File: src/rtl/pipeline_pkg.sv
// Shared pipeline definitions: default datapath width, the canonical NOP encoding
// and the program-counter type used across pipeline stages.
package pipeline_pkg;

   localparam int unsigned DEFAULT_XLEN = 32;

   // addi x0, x0, 0
   localparam logic [31:0] NOP_INSTR = 32'h0000_0013;

   typedef logic [DEFAULT_XLEN-1:0] pc_t;

endpackage

File: src/rtl/ifq_fifo.sv
// Instruction prefetch queue: synchronous FIFO holding an instruction word and its PC
// per entry. State updates on the falling clock edge to match the rest of the pipeline.
// A synchronous flush (or reset) empties the queue; storage itself is not cleared.
module ifq_fifo
   import pipeline_pkg::*;
#(
   parameter int unsigned XLEN  = DEFAULT_XLEN,
   parameter int unsigned DEPTH = 4
) (
   input  logic                     clk,
   input  logic                     clrn,
   input  logic                     flush,
   input  logic                     push,
   input  logic [XLEN-1:0]          push_data,
   input  logic [XLEN-1:0]          push_pc,
   input  logic                     pop,
   output logic                     head_valid,
   output logic [XLEN-1:0]          head_data,
   output logic [XLEN-1:0]          head_pc,
   output logic [$clog2(DEPTH):0]   count
);

   localparam int unsigned AW = $clog2(DEPTH);

   logic [XLEN-1:0] data_mem [DEPTH];
   logic [XLEN-1:0] pc_mem   [DEPTH];

   logic [AW-1:0] rd_ptr_q;
   logic [AW-1:0] wr_ptr_q;
   logic [AW:0]   count_q;

   logic full;
   logic do_push;
   logic do_pop;

   // Qualify push/pop: never pop empty, never push into a full queue unless it also drains.
   always_comb begin
      full    = (count_q == (AW+1)'(DEPTH));
      do_pop  = pop && (count_q != '0);
      do_push = push && (!full || do_pop);
   end

   // Pointer and occupancy update; flush has priority over push and pop.
   always_ff @(negedge clk) begin
      if (!clrn || flush) begin
         rd_ptr_q <= '0;
         wr_ptr_q <= '0;
         count_q  <= '0;
      end else begin
         if (do_push) wr_ptr_q <= wr_ptr_q + 1'b1;
         if (do_pop)  rd_ptr_q <= rd_ptr_q + 1'b1;
         unique case ({do_push, do_pop})
            2'b10:   count_q <= count_q + 1'b1;
            2'b01:   count_q <= count_q - 1'b1;
            default: count_q <= count_q;
         endcase
      end
   end

   // Entry storage; written only on an accepted push outside flush/reset.
   always_ff @(negedge clk) begin
      if (clrn && !flush && do_push) begin
         data_mem[wr_ptr_q] <= push_data;
         pc_mem[wr_ptr_q]   <= push_pc;
      end
   end

   // Head-of-queue view.
   always_comb begin
      head_valid = (count_q != '0);
      head_data  = data_mem[rd_ptr_q];
      head_pc    = pc_mem[rd_ptr_q];
      count      = count_q;
   end

endmodule

File: src/rtl/if_prefetch.sv
// Instruction fetch prefetcher: issues one sequential fetch per cycle while the queue
// plus the single in-flight request has room, queues responses with their PCs and hands
// them to decode in order. A redirect flushes everything and restarts at the new target.
// Optional feature macro: IFQ_BYPASS_EN -- an arriving response drives the outputs
// combinationally when the queue is empty.
module if_prefetch
   import pipeline_pkg::*;
#(
   parameter int unsigned      XLEN     = DEFAULT_XLEN,
   parameter int unsigned      DEPTH    = 4,
   parameter logic [XLEN-1:0]  RESET_PC = '0
) (
   input  logic              clk,
   input  logic              clrn,
   output logic [XLEN-1:0]   imemaddr,
   output logic              imemreq,
   output logic              imemclk,
   input  logic [XLEN-1:0]   imemdataout,
   output logic              instr_valid,
   output logic [XLEN-1:0]   instr,
   output logic [XLEN-1:0]   instr_pc,
   input  logic              instr_ready,
   input  logic              redirect,
   input  logic [XLEN-1:0]   redirect_pc
);

   localparam int unsigned     AW       = $clog2(DEPTH);
   localparam logic [XLEN-1:0] NOP_WORD = XLEN'(NOP_INSTR);

   logic [XLEN-1:0] fpc_q;
   logic [XLEN-1:0] fpc_d;
   logic            inflight_q;
   logic [XLEN-1:0] req_pc_q;

   logic            issue;
   logic [AW+1:0]   occupancy;

   logic            fifo_push;
   logic            fifo_pop;
   logic            fifo_valid;
   logic [XLEN-1:0] fifo_data;
   logic [XLEN-1:0] fifo_pc;
   logic [AW:0]     fifo_count;

   // Redirect target low bits are dropped; fetch addresses stay word aligned.
   logic [1:0] unused_rpc_bits;
   assign unused_rpc_bits = redirect_pc[1:0];

   assign imemclk = clk;

   ifq_fifo #(
      .XLEN  (XLEN),
      .DEPTH (DEPTH)
   ) u_ifq_fifo (
      .clk        (clk),
      .clrn       (clrn),
      .flush      (redirect),
      .push       (fifo_push),
      .push_data  (imemdataout),
      .push_pc    (req_pc_q),
      .pop        (fifo_pop),
      .head_valid (fifo_valid),
      .head_data  (fifo_data),
      .head_pc    (fifo_pc),
      .count      (fifo_count)
   );

   // Issue only when the queue can absorb every outstanding word; a pop this cycle
   // is deliberately not credited so the decision never depends on instr_ready.
   always_comb begin
      occupancy = {1'b0, fifo_count} + {{(AW+1){1'b0}}, inflight_q};
      issue     = clrn && !redirect && (occupancy < (AW+2)'(DEPTH));
      imemreq   = issue;
      imemaddr  = fpc_q;
   end

   // Next fetch address: redirect wins, otherwise advance by one word per issued request.
   always_comb begin
      fpc_d = fpc_q;
      if (redirect) begin
         fpc_d = {redirect_pc[XLEN-1:2], 2'b00};
      end else if (issue) begin
         fpc_d = fpc_q + XLEN'(4);
      end
   end

   // Fetch PC and in-flight tracking; a redirect leaves nothing outstanding since
   // no request issues in the redirect cycle.
   always_ff @(negedge clk) begin
      if (!clrn) begin
         fpc_q      <= {RESET_PC[XLEN-1:2], 2'b00};
         inflight_q <= 1'b0;
         req_pc_q   <= '0;
      end else begin
         fpc_q      <= fpc_d;
         inflight_q <= issue;
         if (issue) req_pc_q <= fpc_q;
      end
   end

`ifdef IFQ_BYPASS_EN
   logic bypass;
`endif

   // Queue control and decode-facing outputs; outputs read as NOP/invalid in reset.
   always_comb begin
      fifo_push   = inflight_q && !redirect;
      fifo_pop    = clrn && !redirect && fifo_valid && instr_ready;
      instr_valid = 1'b0;
      instr       = NOP_WORD;
      instr_pc    = '0;
`ifdef IFQ_BYPASS_EN
      bypass = clrn && inflight_q && !fifo_valid;
      if (bypass) begin
         instr_valid = 1'b1;
         instr       = imemdataout;
         instr_pc    = req_pc_q;
         // Word consumed straight off the bus never occupies a queue slot.
         if (instr_ready && !redirect) fifo_push = 1'b0;
      end
`endif
      if (clrn && fifo_valid) begin
         instr_valid = 1'b1;
         instr       = fifo_data;
         instr_pc    = fifo_pc;
      end
   end

endmodule

File: config.mk
export PLATFORM = sky130hd
export DESIGN_NAME = if_prefetch
export DESIGN_NICKNAME = d
export VERILOG_FILES = /design/src/rtl/pipeline_pkg.sv /design/src/rtl/ifq_fifo.sv /design/src/rtl/if_prefetch.sv
export SDC_FILE = /design/constraint.sdc
export NUM_CORES = 1
export LEC_CHECK = 0
export ABC_AREA = 1
export BUFFER_PORTS_ARGS = -buffer_cell sky130_fd_sc_hd__buf_4
export CAP_MARGIN = 20
export CORE_ASPECT_RATIO = 0.7
export CORE_MARGIN = 3
export CORE_UTILIZATION = 50
export DETAILED_ROUTE_END_ITERATION = 8
export PLACE_DENSITY_LB_ADDON = 0.05
export REMOVE_ABC_BUFFERS = 1
export SETUP_SLACK_MARGIN = 0.05
export SLEW_MARGIN = 20
export SYNTH_ARGS = -nofsm -noshare
export SYNTH_HDL_FRONTEND = slang
export SYNTH_HIERARCHICAL = 1
export SYNTH_SLANG_ARGS = --single-unit
File: constraint.sdc
create_clock -name clk -period 6.9 [get_ports clk]
set_input_delay 0.345 -clock clk [delete_from_list [all_inputs] [get_ports clk]]
set_output_delay 0.345 -clock clk [all_outputs]
set_load 0.005 [all_outputs]
Word level (Yosys, flattened, before mapping)
Memories as Yosys holds them, arrays and structs flattened. A register that Yosys moved wholly into a read port is not among the register bits.
Cells that the tools add are included.
{"block": "totals", "reg_bits": 72, "mem_bits_rw": 256, "output_inout_bits": 99, "wordCells": 50, "mem_count": 2}
{"name": "u_ifq_fifo.data_mem", "depth": 4, "word_bits": 32, "read_ports": 1, "rd_clocked_by_memory_dff": 1, "write_ports": 1, "line": "ifq_fifo.sv:25", "rtl": "logic [XLEN-1:0] data_mem [DEPTH];"}
{"name": "u_ifq_fifo.pc_mem", "depth": 4, "word_bits": 32, "read_ports": 1, "rd_clocked_by_memory_dff": 1, "write_ports": 1, "line": "ifq_fifo.sv:26", "rtl": "logic [XLEN-1:0] pc_mem [DEPTH];"}
{"block": "op_classes", "n_addsub": 6, "magnitude_cmp": 1, "n_eq_ne": 3, "muxes": 12, "bitwise": 1, "reduce_logical": 18}
{"cell": "2-to-1 mux 32 bit", "n": 4}
{"cell": "adder 32 x 3 -> 32 bit, second input constant", "n": 1}
{"cell": "logical AND 1 bit", "n": 9}
{"cell": "2-to-1 mux 2 bit", "n": 4}
{"cell": "case mux 3 bit (2 select lines)", "n": 1}
{"cell": "adder 2 x 1 -> 2 bit, second input constant", "n": 2}
{"cell": "adder 3 x 1 -> 4 bit", "n": 1}
{"cell": "< comparator 4 x 3 -> 1 bit, second input constant", "n": 1}
{"cell": "nonzero test 2 bit", "n": 2}
{"cell": "adder 3 x 1 -> 3 bit, second input constant", "n": 1}
{"cell": "== test 3 bit, second input constant", "n": 1}
{"cell": "logical NOT 1 bit", "n": 3}
{"cell": "2-to-1 mux 1 bit", "n": 3}
{"cell": "nonzero test 3 bit", "n": 1}
{"cell": "subtractor 3 x 1 -> 3 bit, second input constant", "n": 1}
{"cell": "== test 2 x 1 -> 1 bit, second input constant", "n": 1}
{"cell": "== test 2 bit, second input constant", "n": 1}
{"cell": "logical OR 1 bit", "n": 2}
{"cell": "OR reduction 2 bit", "n": 1}
{"cell": "NOT 1 bit", "n": 1}

Depth between registers and ports, before layout
{"block": "logic_depth", "depth_word": 10, "ltp_mapped": 14, "mapped_depth_nobuf": 13}

Modules after synthesis
Netlist, hierarchy kept.
{"mod": "ifq_fifo", "n_inst": 1, "cells_per_inst": 688, "area_each_um2": 10014.6}
{"mod": "if_prefetch", "n_inst": 1, "cells_per_inst": 657, "area_each_um2": 3788.6}

==> summary by stage <==
Outcome
The flow ran to the end, and the final reports show no timing, DRC or antenna violations.

Cells and area
Leaving out fill and tap cells, the most frequent cell in the layout is sky130_fd_sc_hd__inv_1. The library cells used most frequently in the layout, excluding fill and tap cells, are sky130_fd_sc_hd__inv_1, sky130_fd_sc_hd__nor2_1, sky130_fd_sc_hd__edfxtp_1. Once layout is complete, the utilization of the core stands at 65.7%. Summing all flip-flop and latch instances after layout gives 9090 µm². The layout cell share with drive strength beyond 1 is 14.2%. For this run, the post-layout net count is 1898.

The number of filler instances in the final layout is 2235. The repair_antennas step left the layout with diodes totalling 0. From synthesis to final layout, the design area changed by 28.4%. The combined area of the multi-input logic cells is 3800 µm². The non-filler instance count after layout is 2208.

Place
The final RePlAce weighted congestion is 0.851. After legalization and detailed placement, the total HPWL measured 20300 µm. The number of placed instances with taps included is 1825. The number of port buffers is 162.

Setup path
The category of cells accounting for the largest share of critical-path delay is buffers and inverters. The required time of the worst setup path is 6550 ps. The setup check on the worst reg-to-reg path leaves a slack of 4560 ps.

The depth of the most critical reg-to-reg path is 9. The worst setup path is captured at a primary output. The launching point of the worst reg2reg path is u_ifq_fifo/count[2]$_SDFFE_NP0P_. STA classifies the critical path startpoint as a register. For this design, the slowest cell found on the critical path is sky130_fd_sc_hd__dfxtp_4. For this run, the slowest stage of the critical path takes 490 ps.

The endpoint of the lowest-slack register-to-register path is u_ifq_fifo/pc_mem[2][21]$_DFFE_NP_. The signal on the critical path passes through inv_4 > buf_12 > nor2_1 > o22ai_1 > inv_1 > nor2_1 > buf_4. The count of buffering cells on the critical path with inverters included is 4.

The critical path class is reg2out. The arrival time of the worst setup path is 6160 ps. Counting stages on the worst path, the most repeated cell is sky130_fd_sc_hd__nor2_1. Of all nets on the critical path, the largest fanout is 94.

Synth
The post-synthesis register bit count is 326. The main combinational cell family by area after synthesis is simple AND/OR/NAND/NOR gates. After synthesis, the share of flip-flops with an asynchronous set or reset is 0%.

The sequential area share after synthesis is 65.8%. The synthesized netlist devotes 11.3% of its cell area to compound gates. The number of unique standard cell types used by synthesis is 38.

Summing the areas of all and, or, nand and nor instances in the mapped netlist gives 14.8% of the synthesized area. After Yosys synthesis, XOR and XNOR cells account for 0.317% of the synthesized area. The commonest register cell after synthesis is sky130_fd_sc_hd__edfxtp_1. In the post-synthesis netlist, the biggest area contributors are sky130_fd_sc_hd__edfxtp_1, sky130_fd_sc_hd__dfxtp_1, sky130_fd_sc_hd__nor2_1, sky130_fd_sc_hd__o21ai_0, sky130_fd_sc_hd__inv_1.

In this run the mean area of a mapped cell was 10.3 µm². The post-synthesis cell count is 1345. The synthesized design spends more area on one cell type than any other, namely sky130_fd_sc_hd__edfxtp_1.

The synthesized netlist devotes 0.598% of its cell area to adder and majority cells. The mux cell area share after synthesis is 0%. The area of the mapped netlist is 13800 µm². Yosys mapped a number of flops with a built-in enable equal to 256. The total number of yosys warnings is 6. Of the post-synthesis cell area, the dominant cell type holds 55.7%.

Drt
Dividing the detail-routed wire length by the instance count gives 15.9 µm. In this run the remaining antenna-violating nets after routing total 0. The routed design has 35200 µm of wire. The count of vias placed by the detailed router is 11212. For this block, the initial DRC count from the detailed router was 757. The final routed DRC violation total is 0. The first detailed-routing pass ran for 5 iterations.

Using the TritonRoute via totals, the vias-per-cell ratio works out to 5.08.

Floorplanning
The boundary pin count is 167. The floorplan step defined a core boundary enclosing 27000 µm². In this run the vertical extent of the chip is 145 µm.

The die width is 205 µm. For this configuration, the core starts out at a cell density of 51.2%. The die area is 29700 µm². The initialized floorplan defines 50 standard-cell rows.

Min path
The start point of the worst hold path is u_ifq_fifo/rd_ptr_q[1]$_SDFFE_NP0N_. The worst hold path was traced through 2 stages. The worst hold-check path type is reg2reg.

Run
The number of max-cap violations is 0.

Clock tree
TritonCTS built the clock tree. After clock tree synthesis, the clock-pin slew on the worst setup and hold paths is 30 ps. The total setup buffers inserted after CTS is 0. The hold-fix buffer count after cts is 0. In this run, post-CTS repair resized a total of 0 instances. The clock reaches the later pin of the worst-skew pair after 720 ps.

GRT
Across every metal layer, demand over resource in global routing totals 23.5%. The sum of overflow across all layers after global routing is 0. The wire length of the first global-routing pass is 55500 µm. The number of antenna violations at the first check in global routing is 0. Entering global routing, the biggest net connects 95 pins. The number of global-route vias before repair came to 11169.

STA
The count of pins over their slew limit is 0. The slew at the pin with the worst max-slew slack is 899 ps. The hold violation count in the final report came to 0. The final hold slack is 458 ps. The relative slew slack is 40.0%. The worst clock skew is 25.2 ps. Setup repair after global routing left no endpoint under its margin.

The final setup violation count is 0.

Pwr
In this run the static leakage power is 0.00820 µW. The design draws 4980 µW. In this run the power density over the cells is 281 nW/µm².

The maximum ir drop on the vdd rail is 0.154 mV.
-- per-layer routing --
layer | vias up | share of wire (%) | GRT usage [%]
met5 | - | 0 | 0
met4 | 0 | 1.5 | 9.59
met3 | 45 | 6.6 | 7.33
met2 | 375 | 46 | 35.1
met1 | 5276 | 46 | 31.9
li1 | 5516 | - | -
-- flip-flops by register name, summed over array words and instances, names as in the netlist, named ones only --
signal,cells
imemaddr,30
inflight_q,1
req_pc_q,30
u_ifq_fifo/count,3
u_ifq_fifo/data_mem,128
u_ifq_fifo/pc_mem,128
u_ifq_fifo/rd_ptr_q,2
u_ifq_fifo/wr_ptr_q,2
-- per-stage QoR --
| step | setup TNS, ps | area, µm² | worst slack, ps |
|---|---|---|---|
| 2_1_floorplan | -426810 | 13400 | -1550 |
| 3_3_place_gp | 0 | 15300 | 860 |
| 3_5_place_dp | 0 | 15300 | 822 |
| 4_1_cts | 0 | 17700 | 353 |
| 5_1_grt | 0 | 17700 | 170 |
| 6_report | 0 | 17700 | 393 |
-- layout make-up --
type | instances | share of cell area, %
Multi-Input combinational cell | 810 | 21.5
Clock inverter | 347 | 8.07
Sequential cell | 326 | 51.3
Inverter | 144 | 3.06
Tap cell | 364 | 2.57
Timing Repair Buffer | 178 | 8.11
Clock buffer | 39 | 5.41
-- cell families (layout without fill, tap and decap cells) --
family	after synthesis	after routing
XOR/XNOR	5	5
adder cells (fa/ha/maj)	6	6
other	1	10
buffers and inverters	218	708
AND/OR/NAND/NOR	500	500
AO/OA/AOI/OAI	289	289
flip-flops	326	326
-- worst max-delay path by stage --
stage                     cells after the start                             endpoint  slack [ps]     start
after floorplan                               6  u_ifq_fifo/data_mem[0][0]$_DFFE_NP_       -1550      clrn
after global placement                        9   u_ifq_fifo/pc_mem[2][21]$_DFFE_NP_         860  redirect
after detailed placement                      9  u_ifq_fifo/data_mem[2][4]$_DFFE_NP_         820  redirect
after CTS                                     7                         instr_pc[23]         350  register
after global routing                          7                         instr_pc[10]         170  register
final                                         7                         instr_pc[12]         390  register
-- cell usage after synthesis (2+ instances only) --
cell type	instances
sky130_fd_sc_hd__inv_1	142
sky130_fd_sc_hd__xor2_1	5
sky130_fd_sc_hd__a21oi_1	45
sky130_fd_sc_hd__buf_6	14
sky130_fd_sc_hd__o21ai_1	60
sky130_fd_sc_hd__clkbuf_1	31
sky130_fd_sc_hd__nor2_1	283
sky130_fd_sc_hd__nand2_2	6
sky130_fd_sc_hd__nor3_1	10
sky130_fd_sc_hd__buf_2	16
sky130_fd_sc_hd__a31oi_1	2
sky130_fd_sc_hd__inv_2	3
sky130_fd_sc_hd__nor2_4	3
sky130_fd_sc_hd__or2_2	4
sky130_fd_sc_hd__edfxtp_1	256
sky130_fd_sc_hd__a211oi_1	5
sky130_fd_sc_hd__buf_4	8
sky130_fd_sc_hd__nand3b_1	3
sky130_fd_sc_hd__ha_1	5
sky130_fd_sc_hd__nand4_1	2
sky130_fd_sc_hd__clkbuf_2	3
sky130_fd_sc_hd__nand3_1	53
sky130_fd_sc_hd__nor2_2	4
sky130_fd_sc_hd__dfxtp_1	70
sky130_fd_sc_hd__nand2_1	129
sky130_fd_sc_hd__o22ai_1	64
sky130_fd_sc_hd__o21ai_0	108
-- power by group --
part           leakage [µW]  total [µW]  switching (µW)  internal (µW)
combinational       0.00295         174            99.9           73.7
sequential          0.00293        2190            34.0           2160
clock               0.00232        2610            1210           1400
total               0.00820        4980            1350           3630
-- worst min-delay path, cell delays in order (launching register included) --
cell and delay (ps):
sky130_fd_sc_hd__dfxtp_1 280, sky130_fd_sc_hd__inv_1 60, sky130_fd_sc_hd__a21oi_1 70
Power figures use the tool's default switching activity.
